$ cat config.mk
export PLATFORM = sky130hd
export DESIGN_NAME = pc_gen
export DESIGN_NICKNAME = d
export VERILOG_FILES = /design/src/rtl/pc_gen_pkg.sv /design/src/rtl/pc_gen_ras.sv /design/src/rtl/pc_gen.sv
export SDC_FILE = /design/constraint.sdc
export NUM_CORES = 1
export LEC_CHECK = 0
export ABC_AREA = 1
export CAP_MARGIN = 5
export CORE_MARGIN = 1.5
export CORE_UTILIZATION = 41
export DETAILED_ROUTE_END_ITERATION = 12
export PLACE_DENSITY = 0.78
export SYNTH_ARGS = -nofsm -noshare
export SYNTH_HDL_FRONTEND = slang
export SYNTH_SLANG_ARGS = --single-unit
$ cat constraint.sdc
create_clock -name clk -period 1.7 [get_ports clk]
set_clock_uncertainty 0.1 [all_clocks]
set_input_delay 0.34 -clock clk [delete_from_list [all_inputs] [get_ports clk]]
set_output_delay 0.34 -clock clk [all_outputs]
set_load 0.005 [all_outputs]
$ cat src/rtl/pc_gen_pkg.sv
`default_nettype none
// ============================================================================
// Module      : pc_gen_pkg
// Description : Shared types and default constants for the pc_gen fetch PC
//               generator (state encoding, next-PC source encoding).
// Revision    : 1.0 - initial release
// ============================================================================
package pc_gen_pkg;

   localparam int unsigned DEF_XLEN         = 32;
   localparam logic [31:0] DEF_RESET_VECTOR = 32'h0100_0000;

   typedef enum logic [1:0] {
      ST_BOOT = 2'd0,
      ST_RUN  = 2'd1,
      ST_HALT = 2'd2
   } state_e;

   typedef enum logic [2:0] {
      SRC_SEQ      = 3'd0,
      SRC_REDIRECT = 3'd1,
      SRC_TRAP     = 3'd2,
      SRC_RAS      = 3'd3,
      SRC_HOLD     = 3'd4
   } src_e;

endpackage : pc_gen_pkg
`default_nettype wire

$ cat src/rtl/pc_gen_ras.sv
`default_nettype none
// ============================================================================
// Module      : pc_gen_ras
// Description : Circular return-address stack; push on a full stack
//               overwrites the oldest entry, pop+push replaces the top.
// Revision    : 1.0 - initial release
// ============================================================================
module pc_gen_ras
   import pc_gen_pkg::*;
#(
   parameter int unsigned XLEN  = DEF_XLEN,
   parameter int unsigned DEPTH = 4
) (
   input  logic            clk,
   input  logic            rst,
   input  logic            push_i,
   input  logic            pop_i,
   input  logic [XLEN-1:0] data_i,
   output logic [XLEN-1:0] top_o,
   output logic            empty_o
);

   localparam int unsigned PW = $clog2(DEPTH);
   localparam int unsigned CW = PW + 1;

   logic [XLEN-1:0] mem_q [DEPTH];
   logic [PW-1:0]   ptr_q, ptr_d;
   logic [CW-1:0]   count_q, count_d;
   logic            wr_en;
   logic [PW-1:0]   wr_idx;
   logic            pop_eff;
   logic [PW-1:0]   top_idx;

   assign empty_o = (count_q == '0);
   assign pop_eff = pop_i & ~empty_o;
   assign top_idx = ptr_q - PW'(1);
   assign top_o   = mem_q[top_idx];

   always_comb begin
      ptr_d   = ptr_q;
      count_d = count_q;
      wr_en   = 1'b0;
      wr_idx  = ptr_q;
      if (pop_eff && push_i) begin
         wr_en  = 1'b1;
         wr_idx = top_idx;
      end else if (pop_eff) begin
         ptr_d   = ptr_q - PW'(1);
         count_d = count_q - CW'(1);
      end else if (push_i) begin
         wr_en = 1'b1;
         ptr_d = ptr_q + PW'(1);
         // Saturating count: once full, the pointer wraps onto the oldest entry.
         if (count_q != CW'(DEPTH)) begin
            count_d = count_q + CW'(1);
         end
      end
   end

   always_ff @(posedge clk or posedge rst) begin
      if (rst) begin
         ptr_q   <= '0;
         count_q <= '0;
         for (int i = 0; i < int'(DEPTH); i++) begin
            mem_q[i] <= '0;
         end
      end else begin
         ptr_q   <= ptr_d;
         count_q <= count_d;
         if (wr_en) begin
            mem_q[wr_idx] <= data_i;
         end
      end
   end

endmodule : pc_gen_ras
`default_nettype wire

$ cat src/rtl/pc_gen.sv
`default_nettype none
// ============================================================================
// Module      : pc_gen
// Description : Fetch-stage program-counter generator with trap/redirect,
//               halt/resume and optional return-address stack (PC_GEN_RAS_EN).
// Revision    : 1.0 - initial release
// ============================================================================
module pc_gen
   import pc_gen_pkg::*;
#(
   parameter int unsigned     XLEN         = DEF_XLEN,
   parameter logic [XLEN-1:0] RESET_VECTOR = XLEN'(DEF_RESET_VECTOR),
   parameter int unsigned     INSTR_BYTES  = 4,
   parameter int unsigned     RAS_DEPTH    = 4
) (
   input  logic            clk,
   input  logic            rst,
   output logic [XLEN-1:0] pc_o,
   output logic            pc_valid_o,
   input  logic            pc_ready_i,
   input  logic            redirect_i,
   input  logic [XLEN-1:0] redirect_target_i,
   input  logic            trap_i,
   input  logic [XLEN-1:0] trap_vector_i,
   input  logic            halt_i,
   input  logic            resume_i,
   output logic            misalign_o,
   output logic            halted_o,
   input  logic            call_i,
   input  logic            ret_i
);

   localparam logic [XLEN-1:0] INC      = XLEN'(INSTR_BYTES);
   localparam logic [XLEN-1:0] LOW_MASK = XLEN'(INSTR_BYTES - 1);

   state_e          state_q, state_d;
   src_e            src;
   logic [XLEN-1:0] pc_q, pc_d;
   logic            valid_q, valid_d;
   logic            misalign_q, misalign_d;
   logic            halted_q, halted_d;
   logic            boot_q, boot_d;
   logic [XLEN-1:0] pc_seq;
   logic            ras_push, ras_pop;
   logic            ras_hit;
   logic [XLEN-1:0] ras_top;

   assign pc_seq = pc_q + INC;

`ifdef PC_GEN_RAS_EN
   logic ras_empty;

   pc_gen_ras #(
      .XLEN  (XLEN),
      .DEPTH (RAS_DEPTH)
   ) u_ras (
      .clk     (clk),
      .rst     (rst),
      .push_i  (ras_push),
      .pop_i   (ras_pop),
      .data_i  (pc_seq),
      .top_o   (ras_top),
      .empty_o (ras_empty)
   );

   assign ras_hit = ret_i & pc_ready_i & ~ras_empty;
`else
   logic unused_ras;

   assign ras_hit    = 1'b0;
   assign ras_top    = '0;
   assign unused_ras = &{1'b0, call_i, ret_i, ras_push, ras_pop, RAS_DEPTH[0]};
`endif

   always_comb begin
      state_d    = state_q;
      boot_d     = boot_q;
      src        = SRC_HOLD;
      pc_d       = pc_q;
      misalign_d = 1'b0;
      ras_push   = 1'b0;
      ras_pop    = 1'b0;

      case (state_q)
         // BOOT spans one full idle cycle after the first edge out of reset.
         ST_BOOT: begin
            if (boot_q) begin
               state_d = ST_RUN;
            end else begin
               boot_d = 1'b1;
            end
         end
         ST_RUN: begin
            if (trap_i) begin
               src = SRC_TRAP;
            end else if (redirect_i) begin
               src = SRC_REDIRECT;
            end else if (halt_i) begin
               src = SRC_HOLD;
            end else if (ras_hit) begin
               src = SRC_RAS;
            end else if (pc_ready_i) begin
               src = SRC_SEQ;
            end
            if (halt_i) begin
               state_d = ST_HALT;
            end
            if (src == SRC_SEQ || src == SRC_RAS) begin
               ras_push = call_i;
               ras_pop  = (src == SRC_RAS);
            end
         end
         ST_HALT: begin
            if (trap_i) begin
               src     = SRC_TRAP;
               state_d = ST_RUN;
            end else if (resume_i) begin
               state_d = ST_RUN;
            end
         end
         default: begin
            state_d = ST_BOOT;
         end
      endcase

      case (src)
         SRC_TRAP: begin
            pc_d       = trap_vector_i & ~LOW_MASK;
            misalign_d = |(trap_vector_i & LOW_MASK);
         end
         SRC_REDIRECT: begin
            pc_d       = redirect_target_i & ~LOW_MASK;
            misalign_d = |(redirect_target_i & LOW_MASK);
         end
         SRC_RAS:  pc_d = ras_top;
         SRC_SEQ:  pc_d = pc_seq;
         default:  pc_d = pc_q;
      endcase

      valid_d  = (state_d == ST_RUN);
      halted_d = (state_d == ST_HALT);
   end

   always_ff @(posedge clk or posedge rst) begin
      if (rst) begin
         state_q    <= ST_BOOT;
         boot_q     <= 1'b0;
         pc_q       <= RESET_VECTOR;
         valid_q    <= 1'b0;
         misalign_q <= 1'b0;
         halted_q   <= 1'b0;
      end else begin
         state_q    <= state_d;
         boot_q     <= boot_d;
         pc_q       <= pc_d;
         valid_q    <= valid_d;
         misalign_q <= misalign_d;
         halted_q   <= halted_d;
      end
   end

   assign pc_o       = pc_q;
   assign pc_valid_o = valid_q;
   assign misalign_o = misalign_q;
   assign halted_o   = halted_q;

endmodule : pc_gen
`default_nettype wire

==> impl_metrics.tcl <==
set metrics [dict create \
    status "finished with violations" \
    violations "setup timing" \
    drive_gt1_share_pct 21.0 \
    synth_edf_count 0 \
    grt_antenna_before_repair 0 \
    firstDrtPassIters 4 \
    cp_data_arrival_time_ps 1870 \
    start_util_pct 42.7 \
    drt_iter0_drc 140 \
    synth_top_area_share_pct 29.9 \
    async_reset_ff_share_pct 100 \
    grt_max_degree 37 \
    synth_area_leaders "dfrtp_1 (30%), nand2_1 (27%), nor2_1 (10%)" \
    cts_max_level 2 \
    ctsRootBufferMaster "clkbuf_8" \
    io_buffers 103 \
    insertion_delay_ps 300 \
    grt_first_pass_wirelength_um 15200 \
    synth_ff_type "dfrtp_1" \
    critPathKind "flop to flop" \
    areaGrowthSynthToFinish_pct 65.1 \
    synth_area_mm2 0.00293 \
    syn_area_per_cell_um2 5.91 \
    clkSinkCount 36 \
    tns_ps -1130 \
    max_cap_viol_count 0 \
    dieArea_mm2 0.00767 \
    cts.clk_slew.worst_paths_ps 80 \
    crit_family "simple AND/OR/NAND/NOR gates" \
    final_area_mm2 0.00484 \
    ir_drop_mv 1.13 \
    core-area_mm2 0.00687 \
    row_count 30 \
    endpoint_kind "flop" \
    io_pins 108 \
    slowest_delay_ps 420 \
    dpl.hpwl_um 6640 \
    fillers 600 \
    hold_path.class "input port to async pin" \
    vias 3543 \
    slowest_stage "dfrtp_2" \
    vias_per_cell 4.74 \
    setup_viol 30 \
    die_w_um 87.6 \
    timing.final.crit_share_pct 105 \
    synth-seq-cells 36 \
    grt_pass1_vias 3423 \
    path_cells "inv_2 > ha_4 > a21boi_4 > nand2_4 > nor2_4 > buf_12 > nand2_1 > nand3_1 > nand2_1" \
    postSynthCellCount 496 \
    cp_max_fo 15 \
    wire_per_inst_um 12.4 \
    drc 0 \
    startpoint_type "flop" \
    cts_max_path_buffers 2 \
    hold_viol_final 0 \
    cp_num_buf_inv 2 \
    cts_tree "built" \
    grt.overflow.total 0 \
    rr_startpoint "state_q[0]$_DFF_PP0_" \
    layout_setup_ws_ps -78.2 \
    fmax_ghz 0.562 \
    grt_util_all_layers_pct 25.1 \
    p_leak_uw 0.00237 \
    fin_crit_ps 1780 \
    crit_start "state_q[0]$_DFF_PP0_" \
    place_area_mm2 0.00424 \
    antennaDiodeCount 0 \
    crit_path_frequent_cell "nand2_1" \
    drv_slew 0 \
    die_y_um 87.6 \
    place_ws_ps -304 \
    synthDistinctLibCells 28 \
    final_nets 729 \
    critPathRequiredTime_ps 1790 \
    p_per_area_mw_per_mm2 1670 \
    drt_wl_total_um 9310 \
    cts_buffers 5 \
    ys_seq_area_share_pct 30.8 \
    synth_top_area_cell "dfrtp_1" \
    antenna_left 0 \
    ys_warn_count 0 \
    rsz0062_at_grt "yes" \
    routabilityCongestion 0.915 \
]
-- what timing repair did --
item                                    CTS  global route
setup buffers                            18            16
pin swaps                                 3            18
endpoints found under the setup margin   57            48
endpoints found under the hold margin     0             0
gates resized for setup                  38            36
hold buffers                              0             0
gates cloned                              1             0
-- final timing paths --
| path | endpoint | slack [ps] | cells past startpoint |
|---|---|---|---|
| setup / recovery | pc_o[8]$_DFFE_PP0P_ | -80 | 9 |
| setup reg to reg | pc_o[8]$_DFFE_PP0P_ | -80 | 9 |
| hold / removal | pc_o[28]$_DFFE_PP0P_ | 300 | 3 |
| max in group asynchronous | pc_o[24]$_DFFE_PP1P_ | 950 | 3 |
| hold reg to reg | boot_q$_DFFE_PP0P_ | 410 | 1 |
| min in group clk | boot_q$_DFFE_PP0P_ | 410 | 1 |
-- layout make-up --
cell class / count / area [um2] / share of cell area (%)
Multi-Input combinational cell: 391 / 1870 / 38.6
Timing Repair Buffer: 160 / 1590 / 32.8
Sequential cell: 36 / 921 / 19.0
Inverter: 57 / 214 / 4.42
Tap cell: 96 / 120 / 2.48
Clock buffer: 7 / 96.3 / 1.99
Clock inverter: 1 / 30.0 / 0.620
-- Yosys cell counts (all sizes together), types with 4 or more instances --
| cell type | count |
|---|---|
| dfrtp | 35 |
| xnor2 | 5 |
| or2 | 5 |
| buf | 12 |
| nor2 | 87 |
| inv | 57 |
| nand4 | 4 |
| nand2 | 213 |
| ha | 5 |
| o21ai | 4 |
| nand3b | 7 |
| nand3 | 47 |
| o21bai | 6 |
-- metal layers --
layer	vias up	GRT usage, %	part of all wire [%]
li1	1814	-	-
met1	1618	31.5	44
met2	98	44.5	50
met3	13	3.58	3.7
met4	0	7.94	1.5
met5	-	0	0
-- sequential cells by signal, summed over array words and instances (netlist names) --
| signal | flops |
|---|---|
| pc_o | 30 |
| state_q | 2 |
| boot_q | 1 |
| halted_o | 1 |
| misalign_o | 1 |
| pc_valid_o | 1 |
-- cell families (layout without fill, tap and decap cells) --
logic type / after synthesis / in the layout / share of synthesized area (%)
DFF: 36 / 36 / 30.8
buffers and inverters: 70 / 225 / 10.5
xor gates and xnor gates: 5 / 5 / 1.49
and+or+nand+nor: 365 / 365 / 51.8
adders and majority gates: 5 / 5 / 2.13
other: 1 / 2 / 0.128
AOI/OAI and AO/OA: 14 / 14 / 3.24
-- power by group --
part,internal (uW),switching [uW]
logic,2870,2570
clock network,518,335
registers,1340,473
total,4730,3380
-- through the flow --
stage / std cells / power [uW] / hold WS, ps / util [%]
after floorplan: 497 / 4150 / 357 / -
after global placement: 705 / 5910 / 373 / 61.7
after detailed placement: 705 / 6050 / 392 / 61.7
after CTS: 732 / 7610 / 312 / 67.3
after global routing: 748 / 8760 / 353 / 70.5
final: 748 / 8110 / 301 / 70.5
-- layout by cell type, fill, tap and decap left out --
cell             netlist  layout
dfstp_2                1       1
dlygate4sd2_1          0       2
ha_2                   0       2
buf_8                  0       1
nor3_2                 0       1
nand4_1                4       4
nand3b_1               7       7
conb_1                 1       2
o31ai_1                1       1
clkbuf_8               0       7
o21bai_1               6       6
ha_4                   0       2
buf_16                 0       1
a21oi_1                1       1
a31oi_1                1       1
nor2_4                 3       3
nor2_1                81      73
or2_2                  5       5
buf_4                  4      47
buf_12                 0       6
nand2_2                3      20
nand2_1              210     188
bufinv_16              0       1
o21ai_0                4       4
clkdlybuf4s50_1        0      92
nor2_2                 3      11
dfrtp_1               35      20
nand2_4                0       5
xnor2_1                5       5
a21boi_4               0       1
and2_1                 1       1
nand3_1               47      47
inv_2                  3       6
dfrtp_2                0      15
dlymetal6s2s_1         0       9
ha_1                   5       1
buf_6                  3       2
inv_1                 54      51
-- worst register-to-register path: cells and delay by family (launching register included) --
family / cells / cell delay (ps)
adder cells (fa/ha/maj): 1 / 280
AND/OR/NAND/NOR: 5 / 470
flip-flops: 1 / 420
AO/OA/AOI/OAI: 1 / 200
buffers and inverters: 2 / 220
Power figures use the tool's default switching activity.
